===== src/rtl/vote_pkg.sv =====
// Shared types and one-hot vote-count encodings for the vote tally receiver.
package vote_pkg;

    typedef enum logic [1:0] {IDLE, OPEN, FINAL, DONE} state_e;

    localparam logic [3:0] R_ZERO  = 4'b0001;
    localparam logic [3:0] R_ONE   = 4'b0010;
    localparam logic [3:0] R_TWO   = 4'b0100;
    localparam logic [3:0] R_THREE = 4'b1000;

    function automatic logic onehot_legal(input logic [3:0] r);
        return (r == R_ZERO) || (r == R_ONE) || (r == R_TWO) || (r == R_THREE);
    endfunction

endpackage


===== src/rtl/vote_onehot_dec.sv =====
// Combinational decode of a one-hot R word into a 2-bit vote count plus legality.
module vote_onehot_dec
    import vote_pkg::*;
(
    input  logic [3:0] r_i,
    output logic [1:0] count_o,
    output logic       legal_o
);

    always_comb begin
        count_o = 2'd0;
        case (r_i)
            R_ONE:   count_o = 2'd1;
            R_TWO:   count_o = 2'd2;
            R_THREE: count_o = 2'd3;
            default: count_o = 2'd0;
        endcase
        legal_o = onehot_legal(r_i);
    end

endmodule


===== src/rtl/vote_tally.sv =====
// Session FSM, valid/ready handshake and saturating statistics for the R vote bus.
module vote_tally
    import vote_pkg::*;
#(
    parameter int CNT_W = 8,
    parameter int SUM_W = CNT_W + 2
) (
    input  logic             clk,
    input  logic             rst_n,
    input  logic             start_i,
    input  logic             close_i,
    input  logic             r_valid_i,
    input  logic [3:0]       r_i,
    output logic             r_ready_o,
    output logic [CNT_W-1:0] rounds_o,
    output logic [SUM_W-1:0] yes_sum_o,
    output logic [CNT_W-1:0] maj_rounds_o,
    output logic [CNT_W-1:0] err_cnt_o,
    output logic             ovf_o,
    output logic             busy_o,
    output logic             done_o,
    output logic             pass_o
);

    state_e           state_q, state_d;
    logic [CNT_W-1:0] rounds_q, rounds_d, maj_q, maj_d, err_q, err_d;
    logic [SUM_W-1:0] yes_q, yes_d;
    logic             ovf_q, ovf_d, pass_q, pass_d;
    logic [1:0]       cnt;
    logic             legal, accept, clr;

    vote_onehot_dec u_dec (
        .r_i     (r_i),
        .count_o (cnt),
        .legal_o (legal)
    );

    always_ff @(posedge clk or negedge rst_n) begin
        if (!rst_n) state_q <= IDLE;
        else        state_q <= state_d;
    end

    always_comb begin
        state_d = state_q;
        case (state_q)
            IDLE:    if (start_i) state_d = OPEN;
            OPEN:    if (close_i) state_d = FINAL;
            FINAL:   state_d = DONE;
            DONE:    if (start_i) state_d = OPEN;
            default: state_d = IDLE;
        endcase
    end

    always_comb begin
        r_ready_o = (state_q == OPEN);
        busy_o    = (state_q == OPEN);
        done_o    = (state_q == DONE);
    end

    assign clr    = start_i && ((state_q == IDLE) || (state_q == DONE));
    assign accept = r_valid_i && r_ready_o;

    always_comb begin
        rounds_d = rounds_q;
        yes_d    = yes_q;
        maj_d    = maj_q;
        err_d    = err_q;
        ovf_d    = ovf_q;
        pass_d   = pass_q;
        if (clr) begin
            rounds_d = '0;
            yes_d    = '0;
            maj_d    = '0;
            err_d    = '0;
            ovf_d    = 1'b0;
            pass_d   = 1'b0;
        end else begin
            if (accept) begin
                if (legal) begin
                    // A saturated round count drops the whole beat so the stats stay consistent.
                    if (&rounds_q) begin
                        ovf_d = 1'b1;
                    end else begin
                        rounds_d = rounds_q + CNT_W'(1);
                        yes_d    = yes_q + SUM_W'(cnt);
                        if (cnt[1]) maj_d = maj_q + CNT_W'(1);
                    end
                end else if (!(&err_q)) begin
                    err_d = err_q + CNT_W'(1);
                end
            end
            if (state_q == FINAL) pass_d = {maj_q, 1'b0} > {1'b0, rounds_q};
        end
    end

    always_ff @(posedge clk or negedge rst_n) begin
        if (!rst_n) begin
            rounds_q <= '0;
            yes_q    <= '0;
            maj_q    <= '0;
            err_q    <= '0;
            ovf_q    <= 1'b0;
            pass_q   <= 1'b0;
        end else begin
            rounds_q <= rounds_d;
            yes_q    <= yes_d;
            maj_q    <= maj_d;
            err_q    <= err_d;
            ovf_q    <= ovf_d;
            pass_q   <= pass_d;
        end
    end

    assign rounds_o     = rounds_q;
    assign yes_sum_o    = yes_q;
    assign maj_rounds_o = maj_q;
    assign err_cnt_o    = err_q;
    assign ovf_o        = ovf_q;
    assign pass_o       = pass_q;

endmodule

===== config.mk =====
export PLATFORM = sky130hd
export DESIGN_NAME = vote_tally
export DESIGN_NICKNAME = d
export VERILOG_FILES = /design/src/rtl/vote_pkg.sv /design/src/rtl/vote_onehot_dec.sv /design/src/rtl/vote_tally.sv
export SDC_FILE = /design/constraint.sdc
export NUM_CORES = 1
export LEC_CHECK = 0
export ABC_AREA = 1
export CORE_ASPECT_RATIO = 0.6
export CORE_MARGIN = 10
export CORE_UTILIZATION = 40
export DETAILED_ROUTE_END_ITERATION = 10
export PLACE_DENSITY = 0.67
export SETUP_SLACK_MARGIN = 0.3
export SLEW_MARGIN = 20
export SYNTH_ARGS = -nofsm -noshare
export SYNTH_HDL_FRONTEND = slang
export SYNTH_HIERARCHICAL = 1
export SYNTH_SLANG_ARGS = --single-unit

===== constraint.sdc =====
create_clock -name clk -period 1.7 [get_ports clk]
set_clock_uncertainty 0.2 [all_clocks]
set_input_delay 0.17 -clock clk [delete_from_list [all_inputs] [get_ports clk]]
set_output_delay 0.17 -clock clk [all_outputs]
set_load 0.02 [all_outputs]

==> reports/metrics.cfg <==
[status]
run_status=complete, but fails checks
violations=negative setup slack

[layout]
drive_above_1_share_pct=54.43
nets=499
antenna_cells=0
fill_cells=461
area_delta_synth_final_pct=73.53
layoutNonFillerInstCount=558
multiInputGateArea_sq_mm=0.001887
final_util_pct=71.81
ff_latch_area_sq_um=985.9

[timing]
hold_viol=0
setup_ws_ns=-0.06659
finalMaxSlewViolations=0
period_share_pct=103.9
setup_viol=5
rsz0062_at_grt=true
max_freq_mhz=566.1
max-slew-margin-rel_pct=66.82
finalCriticalPeriod_ns=1.767
tightest_slew_ns=0.4962

[synth]
syn_nets=376
syn-cell-area_sq_mm=0.002529
ys_types=32
synth_seq_cells=38
syn-instance-count=350
async_flop_share_pct=100.0
synth_area_leaders=dfrtp_1 (38%), nand2_1 (14%), ha_1 (7.9%)
ys_seq_area_share_pct=37.61
yosys.area.top_type=dfrtp_1
synth_edf_count=0
synth-main-ff-cell=dfrtp_1
syn_area_per_cell_sq_um=7.225
yosys_warnings=6
yosysTopAreaCellShare_pct=37.61

[clocking]
cts.sinks=38
cts_tree=done
clockRootBuffer=clkbuf_8
htree_levels=2
cts.path.max_buffers=2
path_clk_slew_ns=0.08
clk_latency_ns=0.29
cts_made_buffers=5

[power_and_ir_drop]
power_frac_comb_pct=59.4
power.density_mw_per_mm2=992.4
p_int_w=0.002508
switching_share_pct=42.41
peakVddDrop_mv=0.5780
switchingPower_w=0.001847
clkPwrFrac_pct=15.5
pwr-share-seq_pct=25.1
p_leak_nw=2.031

[route]
drtAntennaViolNets=0
drt-total-wl_mm=8.513
wl_per_cell_microns=15.26
routed_via_density=5.048
num_vias=2817
dr.pass1.iters=5
post-route-drc-count=0
drtIter0Drc=150

[global_routing]
gr-total-overflow=0
grt_pass1_wl_mm=13.19
grt_pass1_vias=2719
grt_usage_pct=16.18
grt_max_degree=39
grt_antenna_before_repair=0

[critical_path]
crit_path_max_incr_delay_ns=0.45
r2r_setup_slack_ns=-0.07
path_class=register to register
crit_path_cell_trace=inv_2, ha_4, nand2_4, nor2_4, nand2_4, buf_6, nor2_4, nand3_1, o21ai_1
critical_path_required_ns=1.71
cpMaxStageDelayCell=dfrtp_2
r2r_start=state_q[1]$_DFFE_PN0P_
r2r_end=maj_rounds_o[0]$_DFFE_PN0P_
critPathBufInv=2
reg2regPathDepth=9
crit_family=simple AND/OR/NAND/NOR gates
crit_fanout=6
crit_path_start_kind=register
cp.arrival_ns=1.78
end_kind=register

[place]
place_congestion=0.8637
io_buffers=47
hpwl_mm=5.377
placedCellCount=510

[die]
die-area_sq_mm=0.01001
die_x_microns=122.6
chipHeight_microns=81.59
core_sq_mm=0.006111
ios=48
rows=22
start_util_pct=41.38

[flow_run]
max_cap_viol_count=0

[hold_path]
hp-class=input port to asynchronous set/reset pin

-- sequential cells by signal, summed over array words and instances, names as in the netlist --
name,count
rounds_o,8
yes_sum_o,10
maj_rounds_o,8
err_cnt_o,8
ovf_o,1
pass_o,1
state_q,2
-- final cells by class --
class	count	area share, %
clock buffer	7	1.967
tap	84	2.395
sequential	38	22.47
timing repair inverter	1	0.2566
inverter	51	5.332
multi-input combinational	257	43.00
clock inverter	1	0.1141
timing repair buffer	119	24.47
-- power groups by stage --
stage / clock (W) / sequential (W) / combinational [W]
4_1_cts: 0.000686 / 0.00110 / 0.00210
3_5_place_dp: 0 / 0.00112 / 0.00173
3_3_place_gp: 0 / 0.00112 / 0.00169
2_1_floorplan: 0 / 0.00118 / 0.00101
5_1_grt: 0.000732 / 0.00111 / 0.00276
6_report: 0.000675 / 0.00109 / 0.00258
-- routing by layer --
| metal | global-route usage (%) | part of all wire [%] | up-vias |
|---|---|---|---|
| met5 | 0 | 0 | - |
| met4 | 2.108 | 0.40 | 0 |
| met3 | 4.589 | 5.9 | 4 |
| met2 | 26.50 | 48 | 69 |
| met1 | 21.44 | 46 | 1356 |
| li1 | - | - | 1388 |
-- stage by stage --
step           setup TNS, ns  hold slack [ns]  worst slack [ns]  total power [W]  cell area, sq um
2_1_floorplan       -0.06059          -0.3256          -0.06059         0.002184              2791
3_3_place_gp          -11.90         -0.04202           -0.6199         0.002811              3597
3_5_place_dp          -12.44         -0.04037           -0.6868         0.002847              3597
4_1_cts            -0.001548           0.1826         -0.001548         0.003879              4001
5_1_grt               -1.610           0.1974           -0.1621         0.004599              4388
6_report             -0.2038           0.1764          -0.06659         0.004355              4388
-- timing repair --
item,in CTS,in global routing
gates resized for setup,175,115
pin swaps,23,37
buffers inserted,15,21
hold buffers,1,0
endpoints found under the hold margin,38,0
cloned,2,1
setup endpoints to repair,77,68
-- cell usage after synthesis, types with 3 or more instances --
library cell   n
nand2_1       97
inv_1         45
nand3_1       39
dfrtp_1       38
nor2_1        27
ha_1          16
o21ai_1       15
o21ai_0       12
nand4_1       10
a21oi_1        7
nor3_1         7
xor2_1         6
inv_2          5
o31ai_1        3
-- how the worst max path moves through the flow --
stage | slack, ns | to | startpoint | cells after the start
finish | -0.07 | maj_rounds_o[0]$_DFFE_PN0P_ | state_q[1]$_DFFE_PN0P_ | 9
global route | -0.16 | maj_rounds_o[0]$_DFFE_PN0P_ | state_q[1]$_DFFE_PN0P_ | 9
CTS | -0.002 | maj_rounds_o[0]$_DFFE_PN0P_ | state_q[1]$_DFFE_PN0P_ | 9
detailed placement | -0.69 | yes_sum_o[8]$_DFFE_PN0P_ | r_i[1] | 14
global placement | -0.62 | yes_sum_o[8]$_DFFE_PN0P_ | r_i[0] | 14
floorplan | -0.06 | yes_sum_o[8]$_DFFE_PN0P_ | yes_sum_o[0]$_DFFE_PN0P_ | 10
-- worst reg2reg max path, cell delays in order, from the launching register on --
cell,delay [ns]
dfrtp_2,0.45
inv_2,0.08
ha_4,0.15
nand2_4,0.07
nor2_4,0.11
nand2_4,0.12
buf_6,0.15
nor2_4,0.17
nand3_1,0.10
o21ai_1,0.09
-- cell usage in the layout, fill, tap and decap left out, drive strengths merged, types with 3 or more instances in the layout --
master         count
a21oi              7
clkdlybuf4s50      3
nand4             10
xor2               6
clkbuf            11
nor3               7
o31ai              3
nand3             41
nor2              28
nand2            102
o21ai             27
dfrtp             38
ha                16
buf               97
clkdlybuf4s15     11
inv               49
-- cell families after synthesis --
logic type	Yosys count	share of synthesized area, %
xor+xnor	7	2.425
fa+ha+maj	17	8.709
flops	38	37.61
compound gates	43	9.451
simple gates	189	32.90
buf+inv	56	8.906
Note: power is estimated with default switching activity, not from simulation.
